$ cat config.mk
export PLATFORM = sky130hd
export DESIGN_NAME = tlp_symbol_framer
export DESIGN_NICKNAME = d
export VERILOG_FILES = /design/src/rtl/tlp_symbol_framer.sv
export SDC_FILE = /design/constraint.sdc
export NUM_CORES = 1
export LEC_CHECK = 0
export ABC_AREA = 1
export CAP_MARGIN = 15
export CORE_MARGIN = 1.5
export CORE_UTILIZATION = 64
export CTS_CLUSTER_SIZE = 20
export DETAILED_ROUTE_END_ITERATION = 8
export GPL_TIMING_DRIVEN = 1
export PLACE_DENSITY = 0.9
export SYNTH_ARGS = -nofsm -noshare
export SYNTH_HDL_FRONTEND = slang
export SYNTH_SLANG_ARGS = --single-unit
export TNS_END_PERCENT = 5
$ cat constraint.sdc
create_clock -name clk_i -period 4.45 [get_ports clk_i]
set_input_delay 0.89 -clock clk_i [delete_from_list [all_inputs] [get_ports clk_i]]
set_output_delay 0.89 -clock clk_i [all_outputs]
set_load 0.05 [all_outputs]
$ cat src/rtl/tlp_symbol_framer.sv
// tlp_symbol_framer
// Transmit-side framer between the data link layer and the lane controller.
// 32-bit MAC words (valid/ready, end-of-packet flag) are buffered in a small
// FIFO. Each packet is sent as a byte stream wrapped as STP ... payload ... END.
// A packet that cannot be sent contiguously is closed with EDB instead. This
// happens on a FIFO underrun or when the packet exceeds MAX_PKT_WORDS.
//
// Ports
//   clk_i                   single clock
//   rst_ni                  asynchronous active-low reset
//   mac_data_frame_i        payload word, byte 0 = bits[7:0] sent first
//   mac_data_frame_valid_i  word valid
//   mac_data_frame_last_i   word is last of its packet
//   mac_data_frame_ready_o  FIFO can accept a word
//   sym_data_o              symbol byte
//   sym_is_k_o              symbol is a K-code
//   sym_valid_o             symbol valid
//   sym_ready_i             downstream accepts symbol
//   frame_active_o          high from STP output through END/EDB acceptance
//   nullify_o               one-cycle pulse after EDB is accepted
//
// state  | meaning
// IDLE   | no symbol presented, waiting for a word in the FIFO
// STP    | STP K-code presented
// DATA   | payload byte idx of the held word presented
// END    | END K-code presented
// EDB    | EDB K-code presented (packet nullified)
// DRAIN  | discarding the rest of a nullified packet up to its last word
module tlp_symbol_framer #(
   parameter int MAC_FRAME_WIDTH = 32,
   parameter int FIFO_DEPTH      = 4,
   parameter int MAX_PKT_WORDS   = 64
) (
   input  logic                       clk_i,
   input  logic                       rst_ni,
   input  logic [MAC_FRAME_WIDTH-1:0] mac_data_frame_i,
   input  logic                       mac_data_frame_valid_i,
   input  logic                       mac_data_frame_last_i,
   output logic                       mac_data_frame_ready_o,
   output logic [7:0]                 sym_data_o,
   output logic                       sym_is_k_o,
   output logic                       sym_valid_o,
   input  logic                       sym_ready_i,
   output logic                       frame_active_o,
   output logic                       nullify_o
);

   localparam int PTR_W = $clog2(FIFO_DEPTH);
   localparam int CNT_W = PTR_W + 1;
   localparam int WC_W  = $clog2(MAX_PKT_WORDS + 1);

   localparam logic [CNT_W-1:0] FULL_CNT = CNT_W'(FIFO_DEPTH);
   localparam logic [WC_W-1:0]  MAX_WC   = WC_W'(MAX_PKT_WORDS);

   localparam logic [7:0] K_STP = 8'hFB;
   localparam logic [7:0] K_END = 8'hFD;
   localparam logic [7:0] K_EDB = 8'hFE;

   localparam logic [2:0] S_IDLE  = 3'd0;
   localparam logic [2:0] S_STP   = 3'd1;
   localparam logic [2:0] S_DATA  = 3'd2;
   localparam logic [2:0] S_END   = 3'd3;
   localparam logic [2:0] S_EDB   = 3'd4;
   localparam logic [2:0] S_DRAIN = 3'd5;

   // input FIFO, entries are {last, data}
   logic [MAC_FRAME_WIDTH:0]   mem [FIFO_DEPTH];
   logic [PTR_W-1:0]           wr_ptr, rd_ptr;
   logic [CNT_W-1:0]           count;
   logic                       push, pop, fifo_empty;
   logic [MAC_FRAME_WIDTH:0]   head;
   logic [MAC_FRAME_WIDTH-1:0] head_data;
   logic                       head_last;

   assign mac_data_frame_ready_o = (count != FULL_CNT);
   assign push       = mac_data_frame_valid_i && mac_data_frame_ready_o;
   assign fifo_empty = (count == '0);
   assign head       = mem[rd_ptr];
   assign head_data  = head[MAC_FRAME_WIDTH-1:0];
   assign head_last  = head[MAC_FRAME_WIDTH];

   always_ff @(posedge clk_i) begin
      if (push) mem[wr_ptr] <= {mac_data_frame_last_i, mac_data_frame_i};
   end

   always_ff @(posedge clk_i or negedge rst_ni) begin
      if (!rst_ni) begin
         wr_ptr <= '0;
         rd_ptr <= '0;
         count  <= '0;
      end else begin
         if (push) wr_ptr <= wr_ptr + 1'b1;
         if (pop)  rd_ptr <= rd_ptr + 1'b1;
         count <= count + CNT_W'(push) - CNT_W'(pop);
      end
   end

   // framer FSM
   logic [2:0]                 state_q, state_d;
   logic [1:0]                 idx_q, idx_d;
   logic [WC_W-1:0]            wcnt_q, wcnt_d;
   logic [MAC_FRAME_WIDTH-1:0] word_q, word_d;
   logic                       last_q, last_d;
   logic [7:0]                 data_d;
   logic                       k_d, valid_d, active_d, nullify_d;
   logic                       advance, fetch, start, to_edb;

   always_comb begin
      advance   = !sym_valid_o || sym_ready_i;
      state_d   = state_q;
      idx_d     = idx_q;
      wcnt_d    = wcnt_q;
      word_d    = word_q;
      last_d    = last_q;
      data_d    = sym_data_o;
      k_d       = sym_is_k_o;
      valid_d   = sym_valid_o;
      active_d  = frame_active_o;
      nullify_d = 1'b0;
      pop       = 1'b0;
      fetch     = 1'b0;
      start     = 1'b0;
      to_edb    = 1'b0;

      case (state_q)
         S_IDLE:  start = !fifo_empty;
         S_STP:   fetch = advance;
         S_DATA: begin
            if (advance) begin
               if (idx_q != 2'd3) begin
                  idx_d  = idx_q + 2'd1;
                  data_d = word_q[{idx_d, 3'b000} +: 8];
               end else if (last_q) begin
                  state_d = S_END;
                  data_d  = K_END;
                  k_d     = 1'b1;
               end else if (wcnt_q == MAX_WC) begin
                  to_edb = 1'b1;
               end else begin
                  fetch = 1'b1;
               end
            end
         end
         S_END: begin
            if (advance) begin
               idx_d  = '0;
               wcnt_d = '0;
               if (!fifo_empty) begin
                  start = 1'b1;
               end else begin
                  state_d  = S_IDLE;
                  valid_d  = 1'b0;
                  active_d = 1'b0;
               end
            end
         end
         S_EDB: begin
            if (advance) begin
               nullify_d = 1'b1;
               valid_d   = 1'b0;
               active_d  = 1'b0;
               idx_d     = '0;
               wcnt_d    = '0;
               state_d   = last_q ? S_IDLE : S_DRAIN;
            end
         end
         S_DRAIN: begin
            if (!fifo_empty) begin
               pop = 1'b1;
               if (head_last) state_d = S_IDLE;
            end
         end
         default: state_d = S_IDLE;
      endcase

      // next payload word is needed right at the accept so bytes stay back-to-back
      if (fetch) begin
         if (fifo_empty) begin
            to_edb = 1'b1;
         end else begin
            pop     = 1'b1;
            word_d  = head_data;
            last_d  = head_last;
            data_d  = head_data[7:0];
            k_d     = 1'b0;
            idx_d   = '0;
            wcnt_d  = wcnt_q + WC_W'(1);
            state_d = S_DATA;
         end
      end

      if (to_edb) begin
         state_d = S_EDB;
         data_d  = K_EDB;
         k_d     = 1'b1;
      end

      if (start) begin
         state_d  = S_STP;
         data_d   = K_STP;
         k_d      = 1'b1;
         valid_d  = 1'b1;
         active_d = 1'b1;
         idx_d    = '0;
         wcnt_d   = '0;
         last_d   = 1'b0;
      end
   end

   always_ff @(posedge clk_i or negedge rst_ni) begin
      if (!rst_ni) begin
         state_q        <= S_IDLE;
         idx_q          <= '0;
         wcnt_q         <= '0;
         word_q         <= '0;
         last_q         <= 1'b0;
         sym_data_o     <= 8'h00;
         sym_is_k_o     <= 1'b0;
         sym_valid_o    <= 1'b0;
         frame_active_o <= 1'b0;
         nullify_o      <= 1'b0;
      end else begin
         state_q        <= state_d;
         idx_q          <= idx_d;
         wcnt_q         <= wcnt_d;
         word_q         <= word_d;
         last_q         <= last_d;
         sym_data_o     <= data_d;
         sym_is_k_o     <= k_d;
         sym_valid_o    <= valid_d;
         frame_active_o <= active_d;
         nullify_o      <= nullify_d;
      end
   end

endmodule

==> insert_results.sql, run 1 <==
INSERT INTO impl_metrics (metric_group, metric, value, unit) VALUES
('status', 'run_status', 'completed', ''),
('critical_path', 'crit_path_cell_trace', 'ha_1 > nand2_1 > nor2_2 > nand2_1 > nand2_2 > nand2_2 > buf_4 > inv_2 > nand2_1 > o21ai_1', ''),
('critical_path', 'critPathMaxFanout', '46', ''),
('sta', 'maxSlewViolCount', '0', ''),
('critical_path', 'timing.critical_path.required', '4.80', 'ns'),
('cells_and_area', 'final_util', '76.1', '%'),
('global_route', 'global_route_wire_length_before_repair', '28200', 'um'),
('clock_network', 'cts_hold_repair.buffers', '0', ''),
('clock_network', 'clock_tree_from_tritoncts', 'built', ''),
('floorplanning', 'placement_rows', '40', ''),
('logic_synthesis', 'synth_cell_types', '29', ''),
('global_route', 'globalRouteTotalUtil', '28.3', '%'),
('sta', 'timing_hold_violations_final', '0', ''),
('cells_and_area', 'antennaDiodeCount', '0', ''),
('clock_network', 'cts_setup_buffers', '0', ''),
('critical_path', 'path_common_cell', 'sky130_fd_sc_hd__nand2_1', ''),
('pwr', 'peakVddDrop', '0.417', 'mV'),
('sta', 'final.setup_skew', '0.0107', 'ns'),
('pwr', 'share_clk_of_total_power', '21.9', '%'),
('clock_network', 'clock_sink_count', '195', ''),
('run', 'maxCapViolations', '0', ''),
('route', 'routed_wire_length_per_instance', '17.7', 'um'),
('placed_design', 'post_dp_hpwl', '10200', 'um'),
('route', 'routed-via-count', '5784', ''),
('floorplanning', 'chipHeight', '116', 'um'),
('cells_and_area', 'finalNetCount', '844', ''),
('route', 'via_count_normalized_by_instance_count', '5.93', ''),
('route', 'finalWirelength', '17300', 'um'),
('critical_path', 'path_class', 'reg -> reg', ''),
('critical_path', 'worst_setup_path_start_kind', 'register', ''),
('pwr', 'power_report.internal_total', '0.00392', 'W'),
('critical_path', 'critPathSlowestCell', 'sky130_fd_sc_hd__dfrtp_1', ''),
('logic_synthesis', 'synthesis.instances', '753', ''),
('placed_design', 'io_buffers', '49', ''),
('global_route', 'grt_antenna_before_repair', '0', ''),
('clock_network', 'cts_inserted_buffers', '17', ''),
('logic_synthesis', 'synth_seq_area_share', '68.2', '%'),
('global_route', 'grt.met3_usage', '6.12', '%'),
('pwr', 'share_comb_of_total_power', '36.8', '%'),
('cells_and_area', 'drive_above_1_share', '7.67', '%'),
('placed_design', 'globalplace.congestion', '0.853', ''),
('logic_synthesis', 'synthesis.area_per_instance', '10.8', 'um2'),
('logic_synthesis', 'ys_seq_elements', '195', ''),
('sta', 'fmaxAchievable', '324', 'MHz'),
('sta', 'setup_viol_count_final', '0', ''),
('global_route', 'grt.overflow.total', '0', ''),
('floorplanning', 'floorplan.initialDensity', '66.6', '%'),
('critical_path', 'worstReg2RegStart', 'idx_q[0]', ''),
('clock_network', 'post_cts_resized', '0', ''),
('sta', 'post-route-period-util', '69.4', '%'),
('critical_path', 'crit_start', 'idx_q[0]', ''),
('clock_network', 'ctsLongestPathBuffers', '2', ''),
('critical_path', 'worst_r2r_path_depth', '10', ''),
('clock_network', 'cts.clk_slew.worst_paths', '0.07', 'ns'),
('route', 'drcViolationCount', '0', ''),
('critical_path', 'worst_path_largest_cell_delay', '0.89', 'ns'),
('min_path', 'hold_path_class', 'in -> async', ''),
('global_route', 'pin_count_of_the_biggest_net_entering_global_routing', '70', ''),
('clock_network', 'clock-root-buffer', 'sky130_fd_sc_hd__clkbuf_16', ''),
('sta', 'slew-limit-headroom', '38.3', '%'),
('critical_path', 'timing.critical_path.to_type', 'register', ''),
('global_route', 'grt_pass1_vias', '5779', ''),
('logic_synthesis', 'synth_area', '0.00813', 'mm2'),
('logic_synthesis', 'synth.yosys.warnings', '0', ''),
('global_route', 'globalRouteMet2Util', '46.1', '%'),
('global_route', 'globalRouteMet1Util', '36.6', '%'),
('route', 'drt-pass1-iter-count', '7', ''),
('global_route', 'busiest_layer', 'met2', ''),
('pwr', 'net_switching_power_of_the_design', '0.00261', 'W'),
('pwr', 'swShare', '40.0', '%'),
('sta', 'unrepaired_setup_endpoints_after_global_routing', 'false', '');
## final timing paths
path	slack, ns	end
worst max-delay path	1.36	word_q[1]
worst min-delay path	0.29	count[1]
worst max register to register	1.36	word_q[1]
worst min register to register	0.48	word_q[16]
max in group asynchronous	3.22	word_q[1]
min in group clk_i	0.48	word_q[16]
## flip-flops by register name (all words and copies together), names as in the netlist
name,flops
mem,132
word_q,32
sym_data_o,8
wcnt_q,7
count,3
state_q,3
idx_q,2
rd_ptr,2
wr_ptr,2
frame_active_o,1
last_q,1
nullify_o,1
sym_is_k_o,1
## power by group through the flow
stage / sequential [W] / clock, W / combinational [W]
after floorplan: 0.00277 / 0 / 0.00162
after global placement: 0.00269 / 0 / 0.00223
after detailed placement: 0.00272 / 0 / 0.00234
after CTS: 0.00269 / 0.00144 / 0.00239
after global routing: 0.00274 / 0.00152 / 0.00268
final: 0.00270 / 0.00143 / 0.00240
## kinds of logic after synthesis
kind of cell	synth area share [%]
fa+ha+maj	1.94
buf+inv	4.34
xor+xnor	0.431
flops	68.2
simple gates	15.5
compound gates	9.59
## through the flow
step	worst slack, ns	instances	cell area, um2	total power, W	hold slack (ns)
after floorplan	1.46	753	8130	0.00438	0.444
after global placement	1.35	944	8740	0.00492	0.466
after detailed placement	1.26	944	8740	0.00506	0.466
after CTS	1.45	976	9290	0.00652	0.279
after global routing	1.18	976	9290	0.00694	0.280
final	1.36	976	9290	0.00653	0.287
## final cells by class
cell class              count  area (um2)
flip-flops and latches    195        5540
fillers                   754        2920
multi-input cells         474        2250
repair buffers             59         561
clock buffers              19         433
well taps                 168         210
inverters                  48         180
clock inverters            13         120
## metal layers
metal  routed length (um)  share of wire (%)
met3                 1310                7.6
met5                    0                  0
met4                  495                2.9
met2                 8740                 51
met1                 6760                 39
## cells in the final DEF (no fill, tap or decap), types with 2 or more instances in the layout
cell,netlist,final
sky130_fd_sc_hd__buf_4,1,10
sky130_fd_sc_hd__nand2_2,5,5
sky130_fd_sc_hd__clkbuf_16,0,17
sky130_fd_sc_hd__nand3b_1,2,2
sky130_fd_sc_hd__or2_2,5,5
sky130_fd_sc_hd__clkinvlp_4,0,4
sky130_fd_sc_hd__clkbuf_1,17,2
sky130_fd_sc_hd__nor2_1,99,95
sky130_fd_sc_hd__o22ai_1,31,31
sky130_fd_sc_hd__inv_6,0,3
sky130_fd_sc_hd__xor2_1,2,2
sky130_fd_sc_hd__nor2_2,4,8
sky130_fd_sc_hd__a21oi_1,9,9
sky130_fd_sc_hd__inv_2,2,2
sky130_fd_sc_hd__nand3_1,36,36
sky130_fd_sc_hd__ha_1,11,11
sky130_fd_sc_hd__inv_8,0,3
sky130_fd_sc_hd__dfrtp_1,63,62
sky130_fd_sc_hd__inv_1,45,45
sky130_fd_sc_hd__clkdlybuf4s50_1,0,48
sky130_fd_sc_hd__o21ai_1,2,2
sky130_fd_sc_hd__nand2_1,155,155
sky130_fd_sc_hd__edfxtp_1,132,132
sky130_fd_sc_hd__xnor2_1,2,2
sky130_fd_sc_hd__o21ai_0,103,103
sky130_fd_sc_hd__nor3_1,3,3
sky130_fd_sc_hd__nand4_1,2,2
## synth_stat cells, drive strengths merged
library cell / n / area share (%)
nor3: 3 / 0.18
o22ai: 31 / 2.4
nand2: 160 / 7.5
buf: 19 / 1.3
nand3b: 2 / 0.18
or2: 5 / 0.38
nand4: 2 / 0.15
fa: 1 / 0.25
clkbuf: 17 / 0.78
nor2: 103 / 4.9
nand3: 36 / 2.2
clkinv: 1 / 0.046
o31ai: 1 / 0.092
dfrtp: 63 / 19
o21bai: 1 / 0.092
edfxtp: 132 / 49
xnor2: 2 / 0.22
xor2: 2 / 0.22
a21oi: 9 / 0.55
inv: 47 / 2.2
ha: 11 / 1.7
o21ai: 105 / 6.5
## critical path: cells and delay by family, from the launching register on
kind / cells / cell delay (ns)
adders and majority gates: 1 / 0.40
and+or+nand+nor: 6 / 0.70
buffers and inverters: 2 / 0.84
DFF: 1 / 0.89
AOI/OAI and AO/OA: 1 / 0.15
No activity file was read; power rests on OpenSTA's default activity.
==> run 2, diff against run 1 <==
- CORE_UTILIZATION: 64 -> 53
- PLACE_DENSITY: 0.9 -> 0.8
- clock period: 4.45 -> 2.8 ns (I/O delays scaled with it)
==> run 2 against run 1 <==
Effect of this change: die area grew 20%; flip-flop and latch count is the same; clock skew shrank 0.0040 ns; first-iteration DRC count shrank 34%; routed wire length shrank 5.1%; combinational power grew 65%; sequential share of layout area shrank 1.4 points; sequential power grew 57%; utilization shrank 13 points; cell count grew 3.1%; global-route usage shrank 7.1 points; setup slack lost 1.0 ns; largest cell class unchanged; highest routed layer unchanged.
==> insert_results.sql, run 2 (synthesis results as in run 1) <==
INSERT INTO impl_metrics (metric_group, metric, value, unit) VALUES
('sta', 'slew-limit-headroom', '39.0', '%'),
('clock_network', 'cts.clk_slew.worst_paths', '0.07', 'ns'),
('floorplanning', 'die-width', '127', 'um'),
('route', 'routed_wire_length_per_instance', '16.3', 'um'),
('critical_path', 'worstReg2RegEnd', 'sym_data_o[2]', ''),
('critical_path', 'critPathSlowestCell', 'sky130_fd_sc_hd__clkdlybuf4s50_1', ''),
('cells_and_area', 'final_util', '63.0', '%'),
('sta', 'finalWorstPathRequiredPeriod', '2.47', 'ns'),
('clock_network', 'cts_hold_repair.buffers', '0', ''),
('clock_network', 'clock_sink_count', '195', ''),
('route', 'topRoutingLayerUsed', 'met4', ''),
('global_route', 'grt_antenna_before_repair', '0', ''),
('critical_path', 'cpLargestDelayFamily', 'buffers and inverters', ''),
('global_route', 'grt_pass1_vias', '5428', ''),
('route', 'postRouteAntennaNets', '0', ''),
('sta', 'post-route-worst-setup-slack', '0.326', 'ns'),
('route', 'met3_routed_wl', '914', 'um'),
('floorplanning', 'design.portCount', '50', ''),
('run', 'maxCapViolations', '0', ''),
('global_route', 'globalRouteTotalUtil', '21.3', '%'),
('critical_path', 'path_buf_inv', '1', ''),
('sta', 'unrepaired_setup_endpoints_after_global_routing', 'false', ''),
('pwr', 'share_clk_of_total_power', '23.0', '%'),
('placed_design', 'post_dp_hpwl', '9900', 'um'),
('sta', 'timing.hold.ws', '0.257', 'ns'),
('sta', 'final.setup_skew', '0.00667', 'ns'),
('clock_network', 'ctsHtreeMaxLevel', '4', ''),
('clock_network', 'cts_setup_buffers', '0', ''),
('critical_path', 'timing.critical_path.required', '2.24', 'ns'),
('critical_path', 'timing.critical_path.to_type', 'output pin', ''),
('pwr', 'powerDensity', '1120', 'mW/mm2'),
('pwr', 'p_leak', '3.72', 'nW'),
('global_route', 'pin_count_of_the_biggest_net_entering_global_routing', '54', ''),
('clock_network', 'cts_inserted_buffers', '17', ''),
('pwr', 'seq_power_share', '39.8', '%'),
('global_route', 'global_route_wire_length_before_repair', '26400', 'um'),
('min_path', 'hold_path_class', 'in -> async', ''),
('floorplanning', 'core_region_area', '0.0151', 'mm2'),
('cells_and_area', 'registers.top_by_ff_count', 'mem', ''),
('sta', 'setup_viol_count_final', '0', ''),
('sta', 'fmaxAchievable', '404', 'MHz'),
('clock_network', 'ctsLongestPathBuffers', '2', ''),
('critical_path', 'path_class', 'reg -> out', ''),
('critical_path', 'worst_path_largest_cell_delay', '0.72', 'ns'),
('cells_and_area', 'largest_register_ff_count', '132', ''),
('floorplanning', 'placement_rows', '45', ''),
('status', 'run_status', 'completed', ''),
('clock_network', 'clock_insertion_delay_worst_skew', '0.44', 'ns'),
('critical_path', 'worst_r2r_path_depth', '10', ''),
('critical_path', 'worst-r2r-setup-slack', '0.46', 'ns'),
('sta', 'timing_worst_slew_pin_value', '0.915', 'ns'),
('sta', 'timing_hold_violations_final', '0', ''),
('sta', 'post-route-period-util', '88.3', '%'),
('cells_and_area', 'final_common_cell', 'sky130_fd_sc_hd__nand2_1', ''),
('cells_and_area', 'drive_above_1_share', '8.92', '%'),
('clock_network', 'post_cts_resized', '0', ''),
('critical_path', 'worst_ep_arrival', '1.91', 'ns'),
('clock_network', 'clock_tree_from_tritoncts', 'built', ''),
('cells_and_area', 'flow.area_growth_from_synthesis', '17.0', '%'),
('pwr', 'share_comb_of_total_power', '37.1', '%'),
('route', 'drcViolationCount', '0', ''),
('floorplanning', 'floorplan.initialDensity', '53.9', '%'),
('route', 'via_count_normalized_by_instance_count', '5.56', ''),
('cells_and_area', 'finalNetCount', '854', ''),
('critical_path', 'crit_path_cell_trace', 'nor2_1 > nand2_1 > clkdlybuf4s50_1', ''),
('route', 'detail_route.iter0.violations', '484', ''),
('floorplanning', 'chipHeight', '127', 'um'),
('placed_design', 'dp_slack', '0.161', 'ns'),
('global_route', 'grt.overflow.total', '0', ''),
('route', 'm1WireLength', '7150', 'um'),
('critical_path', 'worst_setup_path_start_kind', 'register', ''),
('pwr', 'net_switching_power_of_the_design', '0.00410', 'W'),
('critical_path', 'worstReg2RegStart', 'idx_q[0]', ''),
('placed_design', 'globalplace.congestion', '0.838', ''),
('sta', 'maxSlewViolCount', '0', ''),
('cells_and_area', 'antennaDiodeCount', '0', ''),
('route', 'drt-pass1-iter-count', '5', ''),
('pwr', 'swShare', '38.5', '%'),
('floorplanning', 'full_die_area', '0.0161', 'mm2'),
('sta', 'fin_setup_tns', '0', 'ns'),
('clock_network', 'clock-root-buffer', 'sky130_fd_sc_hd__clkbuf_16', ''),
('cells_and_area', 'final_cell_mix', '155 x sky130_fd_sc_hd__nand2_1, 132 x sky130_fd_sc_hd__edfxtp_1, 103 x sky130_fd_sc_hd__o21ai_0', ''),
('route', 'routed-via-count', '5591', ''),
('route', 'finalWirelength', '16400', 'um'),
('route', 'met2_wirelength', '7900', 'um'),
('critical_path', 'critPathMaxFanout', '3', ''),
('cells_and_area', 'top_regs', 'mem: 132 flops, word_q: 32 flops, sym_data_o: 8 flops', ''),
('pwr', 'peakVddDrop', '0.592', 'mV'),
('placed_design', 'io_buffers', '49', ''),
('pwr', 'power_report.internal_total', '0.00656', 'W');
[run 2: area by class of cell]
cell class	count	area [um2]
clock buffers	19	443
fillers	1117	5580
multi-input cells	474	2250
inverters	48	180
flip-flops and latches	195	5540
clock inverters	13	165
repair buffers	69	698
well taps	188	235
[run 2: power by group through the flow]
stage                     clock network (W)  registers (W)  logic, W
after floorplan                           0        0.00440   0.00257
final                               0.00246        0.00425   0.00396
after CTS                           0.00248        0.00424   0.00396
after detailed placement                  0        0.00430   0.00390
after global placement                    0        0.00428   0.00382
after global routing                0.00260        0.00432   0.00440
[run 2: layer usage]
layer | global-route usage (%) | vias to the layer above
li1 | - | 2679
met5 | 0 | -
met3 | 3.75 | 38
met4 | 10.2 | 0
met2 | 34.4 | 181
met1 | 28.3 | 2693
[run 2: worst reg2reg max path, stage by stage (launching register included)]
cell	delay, ns
sky130_fd_sc_hd__dfrtp_1	0.36
sky130_fd_sc_hd__buf_4	0.27
sky130_fd_sc_hd__clkinv_1	0.29
sky130_fd_sc_hd__ha_1	0.63
sky130_fd_sc_hd__inv_1	0.10
sky130_fd_sc_hd__a21oi_1	0.15
sky130_fd_sc_hd__o21ai_0	0.09
sky130_fd_sc_hd__o21ai_0	0.08
sky130_fd_sc_hd__nand2_1	0.07
sky130_fd_sc_hd__o21ai_0	0.08
sky130_fd_sc_hd__o21ai_0	0.09
[run 2: how the worst max path moves through the flow]
stage	from	to	depth (start not counted)
after detailed placement	sym_ready_i	count[2]	13
after global routing	count[1]	mac_data_frame_ready_o	3
final	count[1]	mac_data_frame_ready_o	3
after floorplan	count[1]	mem[0][0]	4
after global placement	sym_ready_i	count[2]	13
after CTS	count[1]	mac_data_frame_ready_o	3
[run 2: through the flow]
step	instances	total power, W	cell area, um2
detailed placement	974	0.00821	8900
finish	1006	0.0107	9510
CTS	1006	0.0107	9510
global placement	974	0.00809	8900
floorplan	753	0.00697	8130
global route	1006	0.0113	9510
==> run 3, diff against run 2 <==
- CAP_MARGIN: 15 -> 20
==> results of run 3 <==
No change in the layout: final DEF, timing and power equal those of run 2.
